**config.mk**
```make
export PLATFORM = sky130hd
export DESIGN_NAME = sysid_regfile_flat
export DESIGN_NICKNAME = d
export VERILOG_FILES = /design/src/rtl/sysid_regfile_if.sv /design/src/rtl/sysid_regfile.sv /design/src/flat_wrapper.sv
export SDC_FILE = /design/constraint.sdc
export NUM_CORES = 1
export LEC_CHECK = 0
export BUFFER_PORTS_ARGS = -buffer_cell sky130_fd_sc_hd__buf_2
export CORE_ASPECT_RATIO = 1.75
export CORE_UTILIZATION = 40
export CTS_CLUSTER_SIZE = 8
export DETAILED_ROUTE_END_ITERATION = 6
export GPL_ROUTABILITY_DRIVEN = 0
export PLACE_DENSITY = 0.59
export SLEW_MARGIN = 15
export SYNTH_ARGS = -nofsm -noshare
export SYNTH_HDL_FRONTEND = slang
export SYNTH_SLANG_ARGS = --single-unit
export TNS_END_PERCENT = 5
```
**constraint.sdc**
```tcl
create_clock -name clock -period 2.7 [get_ports clock]
set_input_delay 0.135 -clock clock [delete_from_list [all_inputs] [get_ports clock]]
set_output_delay 0.135 -clock clock [all_outputs]
set_load 0.02 [all_outputs]
```
**src/rtl/sysid_regfile_if.sv**
```systemverilog
// Avalon-MM slave bus bundle for the system-identification register file.
// The master drives the request side; the slave returns pipelined read data.
interface sysid_regfile_if #(
  parameter int ADDR_W = 3
);
  logic [ADDR_W-1:0] address;
  logic              read;
  logic              write;
  logic [31:0]       writedata;
  logic [3:0]        byteenable;
  logic [31:0]       readdata;
  logic              readdatavalid;

  modport master (
    output address, read, write, writedata, byteenable,
    input  readdata, readdatavalid
  );

  modport slave (
    input  address, read, write, writedata, byteenable,
    output readdata, readdatavalid
  );
endinterface

```
**src/rtl/sysid_regfile.sv**
```systemverilog
// System-identification register file: ID/timestamp words, scratch register,
// 64-bit uptime counter with coherent split reads, caps/control words.
module sysid_regfile #(
  parameter logic [31:0] ID_VALUE     = 32'h0000_0000,
  parameter logic [31:0] TIMESTAMP    = 32'h0000_0000,
  parameter int          ADDR_W       = 3,
  parameter int          READ_LATENCY = 1
) (
  input  logic           clock,
  input  logic           reset_n,
  sysid_regfile_if.slave bus
);

  if (ADDR_W < 3 || ADDR_W > 8) begin : g_bad_addr_w
    $error("sysid_regfile: ADDR_W=%0d outside 3..8", ADDR_W);
  end
  if (READ_LATENCY < 1 || READ_LATENCY > 3) begin : g_bad_latency
    $error("sysid_regfile: READ_LATENCY=%0d outside 1..3", READ_LATENCY);
  end

  localparam logic [ADDR_W-1:0] A_ID      = ADDR_W'(0);
  localparam logic [ADDR_W-1:0] A_TS      = ADDR_W'(1);
  localparam logic [ADDR_W-1:0] A_SCRATCH = ADDR_W'(2);
  localparam logic [ADDR_W-1:0] A_UP_LO   = ADDR_W'(3);
  localparam logic [ADDR_W-1:0] A_UP_HI   = ADDR_W'(4);
  localparam logic [ADDR_W-1:0] A_CAPS    = ADDR_W'(5);
  localparam logic [ADDR_W-1:0] A_CONTROL = ADDR_W'(6);

  function automatic logic [31:0] merge_lanes(input logic [31:0] old_val,
                                              input logic [31:0] new_val,
                                              input logic [3:0]  lanes);
    logic [31:0] res;
    res = old_val;
    for (int i = 0; i < 4; i++) begin
      if (lanes[i]) res[8*i +: 8] = new_val[8*i +: 8];
    end
    return res;
  endfunction

  logic [ADDR_W-1:0] addr;
  logic              rd_en;
  logic              wr_en;
  logic              clr_hit;
  logic              lock_hit;
  logic              scratch_hit;
  logic [63:0]       counter;
  logic [31:0]       hi_shadow;
  logic [31:0]       scratch;
  logic              scratch_lock;
  logic [31:0]       rd_mux;

  assign addr  = bus.address;
  assign rd_en = bus.read;
  // A read in the same cycle as a write wins; the write is dropped entirely.
  assign wr_en = bus.write & ~bus.read;

  assign clr_hit     = wr_en && (addr == A_CONTROL) && bus.byteenable[0] && bus.writedata[0];
  assign lock_hit    = wr_en && (addr == A_CONTROL) && bus.byteenable[0] && bus.writedata[1];
  assign scratch_hit = wr_en && (addr == A_SCRATCH) && !scratch_lock;

  always_comb begin
    rd_mux = '0;
    case (addr)
      A_ID:      rd_mux = ID_VALUE;
      A_TS:      rd_mux = TIMESTAMP;
      A_SCRATCH: rd_mux = scratch;
      A_UP_LO:   rd_mux = counter[31:0];
      A_UP_HI:   rd_mux = hi_shadow;
      A_CAPS:    rd_mux = {15'd0, scratch_lock, 8'(ADDR_W), 8'(READ_LATENCY)};
      default:   rd_mux = '0;
    endcase
  end

  always_ff @(posedge clock or negedge reset_n) begin
    if (!reset_n) begin
      counter      <= '0;
      hi_shadow    <= '0;
      scratch      <= '0;
      scratch_lock <= 1'b0;
    end else begin
      counter <= clr_hit ? 64'd0 : counter + 64'd1;
      // Reading the low word freezes the high word so the pair is coherent.
      if (rd_en && (addr == A_UP_LO)) hi_shadow <= counter[63:32];
      if (scratch_hit) scratch <= merge_lanes(scratch, bus.writedata, bus.byteenable);
      if (lock_hit) scratch_lock <= 1'b1;
    end
  end

  // ---- read pipeline: stage 0 captures the sample, last stage drives the bus
  logic [31:0]             rdata_p [READ_LATENCY];
  logic [READ_LATENCY-1:0] vld_p;

  always_ff @(posedge clock or negedge reset_n) begin
    if (!reset_n) begin
      vld_p <= '0;
      for (int k = 0; k < READ_LATENCY; k++) rdata_p[k] <= '0;
    end else begin
      vld_p[0] <= rd_en;
      if (rd_en) rdata_p[0] <= rd_mux;
      // Data only advances behind a valid, so the output holds its last value.
      for (int k = 1; k < READ_LATENCY; k++) begin
        vld_p[k] <= vld_p[k-1];
        if (vld_p[k-1]) rdata_p[k] <= rdata_p[k-1];
      end
    end
  end

  assign bus.readdata      = rdata_p[READ_LATENCY-1];
  assign bus.readdatavalid = vld_p[READ_LATENCY-1];

endmodule
```
**src/flat_wrapper.sv**
```systemverilog
// flat-port wrapper written by rule: the top's interface ports become plain ports
module sysid_regfile_flat 
#(
  parameter logic [31:0] ID_VALUE     = 32'h0000_0000,
  parameter logic [31:0] TIMESTAMP    = 32'h0000_0000,
  parameter int          ADDR_W       = 3,
  parameter int          READ_LATENCY = 1
)
  (clock, reset_n, bus_address, bus_read, bus_write, bus_writedata, bus_byteenable, bus_readdata, bus_readdatavalid);
  sysid_regfile_if #(.ADDR_W(ADDR_W)) bus_i ();
  input  logic clock;
  input  logic reset_n;
  input wire logic [$bits(bus_i.address)-1:0] bus_address;
  input wire logic [$bits(bus_i.read)-1:0] bus_read;
  input wire logic [$bits(bus_i.write)-1:0] bus_write;
  input wire logic [$bits(bus_i.writedata)-1:0] bus_writedata;
  input wire logic [$bits(bus_i.byteenable)-1:0] bus_byteenable;
  output wire logic [$bits(bus_i.readdata)-1:0] bus_readdata;
  output wire logic [$bits(bus_i.readdatavalid)-1:0] bus_readdatavalid;
  assign bus_i.address = bus_address;
  assign bus_i.read = bus_read;
  assign bus_i.write = bus_write;
  assign bus_i.writedata = bus_writedata;
  assign bus_i.byteenable = bus_byteenable;
  assign bus_readdata = bus_i.readdata;
  assign bus_readdatavalid = bus_i.readdatavalid;
  sysid_regfile #(.ID_VALUE(ID_VALUE), .TIMESTAMP(TIMESTAMP), .ADDR_W(ADDR_W), .READ_LATENCY(READ_LATENCY)) u_core (.clock(clock), .reset_n(reset_n), .bus(bus_i));
endmodule
```
==> run summary <==
The run finished with clean final reports. In this run the worst path has a maximum fanout of 6. The share of flip-flops with an asynchronous set or reset was 100%. Ranked by instance count, the synthesized netlist is headed by sky130_fd_sc_hd__dfrtp_1 (162), sky130_fd_sc_hd__nor2_1 (79), sky130_fd_sc_hd__mux2_2 (60). Per report_power, the sequential group accounts for 47.4% of the total. The sum of overflow across all layers after global routing was 0.

Layout cell share with drive strength beyond 1: 23.8%. The floorplan step defined a die boundary enclosing 0.0197 mm^2. The number of global-route vias before repair came out at 6195. The launch point of the worst path was u_core.counter[0]$_DFF_PN0_. In this run, synthesis produced a sequential element count of 162. The core region is 0.0187 mm^2. The final design area excluding fillers is 0.00934 mm^2. The number of cells traversed by the worst register-to-register path was 6; the number of synthesized flops with an enable pin was 0.

The cell area power density was 831 mW/mm^2. The clock reaches the later pin of the worst-skew pair after 0.44 ns. The maximum buffer depth of the clock tree was 2. Setup violations remaining at the end of the flow were counted as 0. Synthesis produced a netlist whose cell count is 724. Of the synthesized area, sequential elements account for 53.1%. The tools report the initial cell density of the core as 40.9%.

Each instance of the synthesized netlist takes up on average 10.5 um^2. The relative contribution of the clock network to total power is 33.6%, and the clock transition at the register clock pins on the worst setup and hold paths after CTS is 0.06 ns. The number of clock sinks is 162. The tree is rooted in a sky130_fd_sc_hd__clkbuf_16. The number of remaining DRC errors is 0.

The final layout contains 883 nets. The first global-routing pass estimated 33600 um of wire. The synthesized netlist devotes 9.11% of its cell area to compound gates. The number of antenna diodes was 0. The endpoint of the worst setup timing path is u_core.counter[28]$_DFF_PN0_.

By instance count, the leading cell after synthesis is sky130_fd_sc_hd__dfrtp_1. For the number of violations of the max-capacitance limit, the log shows 0. The y dimension of the die works out to 185 um. The proportion of synthesized area in mux cells is 13.2%, and the summed negative setup slack over all endpoints is 0 ns. Entering global routing, the biggest net connects 79 pins. Based on the critical path, the design can be clocked at up to 428 MHz. The post-CTS repair timing setup buffer count is 0, and the max-slew headroom at the worst pin is 48.9%. After clock tree synthesis, the flow added hold-fix buffers numbering 33. The final-report max-slew violation count was 0; the worst clock skew was 0.00813 ns. The global-route usage over all layers came out at 22.7%. From left edge to right edge, the die measures 106 um. The final-report hold violation count was 0. The number of top-level pins was 76; the critical path required time was 2.99 ns.

The number of instances in the placed design was 1025. The count of instances resized after the clock tree is built is 0, and the number of warnings reported in the yosys synthesis log is 0. The worst setup path is captured at a flop. In the synthesized netlist the dominant register cell turns out to be sky130_fd_sc_hd__dfrtp_1.

Summed over all nets, the switching power comes to 2430 uW. The XOR/XNOR share of the synthesized area was 4.24%. IR analysis of the VDD net gives a maximum drop of 0.000496 V. For the number of H-tree branching levels, the log shows 4. The clock period could shrink to 2.34 ns.

Sorting the synthesized cells by area gives the leading types as sky130_fd_sc_hd__dfrtp_1 (53%), sky130_fd_sc_hd__mux2_2 (8.8%), sky130_fd_sc_hd__mux2i_1 (4.3%). For the worst setup path, the data arrival time is 2.62 ns. The count of port buffers added during placement was 75. The fraction of synthesized cell area taken by the top area cell type is 53.1%. In this run the critical register-to-register path is captured at u_core.counter[28]$_DFF_PN0_.

For this block, the initial DRC count from the detailed router was 422. Internal power comes to 5330 uW. After synthesis, the largest family of logic cells by area is simple AND/OR/NAND/NOR gates.

In the routed layout, each cell is associated on average with a via count of 5.56. The HPWL after detailed placement is 15100 um, and the synthesized-area fraction occupied by and/or/nand/nor cells is 16.7%. After Yosys synthesis, full adders, half adders and majority gates account for 0.164% of the synthesized area. TritonCTS built the clock tree. Once layout is complete, the utilization of the core stands at 50.1%. The number of antenna violations at the first check in global routing was 0.

In this run the static leakage power is 0.00398 uW. The tools report the first-pass detailed-route iteration total as 5. Net switching is 31.3% of the power. The count of cells in the finished layout, fillers not included, comes to 1090. By startpoint and endpoint, the worst setup path is classified as flop to flop. After synthesis the cells add up to 0.00764 mm^2. The path category of the worst min-delay check is input pin to flop.

The worst-margin pin slew was 0.767 ns; the minimum setup slack among reg-to-reg paths was 0.36 ns. The tools report the source of the worst register-to-register timing path as u_core.counter[0]$_DFF_PN0_. In this run the core area contains 66 standard-cell rows.

The detail route stage leaves a number of antenna-violating nets equal to 0. The nature of the critical path startpoint was a flop. Combinational logic is responsible for 18.9% of the overall power. The tools report the detailed-route wire length as 21100 um. sky130_fd_sc_hd__dfrtp_1 takes more of the synthesized area than any other cell.

The count of distinct cell types in the synthesized netlist was 44; the number of nets produced by synthesis was 768. Dividing the detail-routed wire length by the instance count gives 19.4 um. Detailed routing inserted a total of 6061 vias. Of the available clock period, the critical path in the final layout requires 86.5%.

Setup repair after global routing left no endpoint under its margin. The tools report the number of buffers created by CTS as 17. The standard cell area after detailed placement is 0.00837 mm^2, and the post-synthesis to final-layout area growth is 22.3%.
## registers in the layout, summed over array words and instances, names as in the netlist
signal	cells
u_core.hi_shadow	32
u_core.scratch	32
u_core.bus.readdatavalid	1
u_core.scratch_lock	1
u_core.bus.readdata	32
u_core.counter	64
## metal layers
layer | track usage [%] | part of all wire, % | up-vias
met2 | 40.5 | 53 | 175
met3 | 2.74 | 3.1 | 48
met5 | 0 | 0 | -
met4 | 14.0 | 5.0 | 0
li1 | - | - | 2803
met1 | 25.6 | 39 | 3035
## critical path, stage by stage (launching register included)
cell and delay, ns:
sky130_fd_sc_hd__dfrtp_1 0.45, sky130_fd_sc_hd__ha_1 0.27, sky130_fd_sc_hd__nand4_1 0.20, sky130_fd_sc_hd__or3_1 0.57, sky130_fd_sc_hd__nor4_1 0.46, sky130_fd_sc_hd__xnor2_1 0.18
sky130_fd_sc_hd__nor2_1 0.06
## stage by stage
| step | worst slack, ns | total power (uW) | hold WS, ns |
|---|---|---|---|
| finish | 0.364 | 7760 | 0.0545 |
| global route | 0.206 | 8140 | 0.0825 |
| CTS | 0.411 | 7800 | 0.0434 |
| detailed placement | 0.424 | 5150 | 0.236 |
| global placement | 0.479 | 5080 | 0.221 |
| floorplan | 0.697 | 4510 | -0.161 |
## worst min-delay path by stage
stage | from | endpoint | slack, ns | depth (start not counted)
finish | bus_writedata[0] | u_core.scratch[0]$_DFFE_PN0P_ | 0.05 | 3
detailed placement | reset_n | u_core.counter[9]$_DFF_PN0_ | 0.24 | 1
CTS | bus_writedata[0] | u_core.scratch[0]$_DFFE_PN0P_ | 0.04 | 3
floorplan | reset_n | u_core.bus.readdata[0]$_DFFE_PN0P_ | -0.16 | 0
global placement | reset_n | u_core.scratch[6]$_DFFE_PN0P_ | 0.22 | 1
global route | bus_writedata[0] | u_core.scratch[0]$_DFFE_PN0P_ | 0.08 | 3
## final cells by class
type | count | area (um^2)
clock buffer | 21 | 460
multi-input combinational | 491 | 3320
fill | 1736 | 9320
timing repair buffer | 130 | 890
clock inverter | 11 | 178
sequential | 162 | 4050
tap | 238 | 298
inverter | 37 | 139
## power by group through the flow
stage | logic, uW | registers [uW] | clock network, uW
final | 1470 | 3680 | 2610
after floorplan | 997 | 3520 | 0
after global placement | 1400 | 3680 | 0
after detailed placement | 1440 | 3710 | 0
after global routing | 1640 | 3760 | 2750
after CTS | 1480 | 3670 | 2640
## kinds of logic (layout without fill, tap and decap cells)
kind of cell / count (synthesis) / after routing
adders and majority gates: 1 / 1
AOI/OAI and AO/OA: 120 / 120
buffers and inverters: 71 / 199
DFF: 162 / 162
xor gates and xnor gates: 37 / 37
and+or+nand+nor: 240 / 240
muxes: 93 / 93
## layout by cell type (no fill, tap or decap), drive strengths merged, types with 22 or more instances in the layout
cell	netlist	routed
dfrtp	162	162
buf	7	97
nor2	79	79
mux2	60	60
a21oi	52	52
inv	37	38
mux2i	33	33
dlygate4sd3	0	33
nand2	32	32
nand3	29	29
nand4	29	29
o22ai	28	28
xor2	23	23
o21ai	22	22
(Power assumes the default switching activity.)
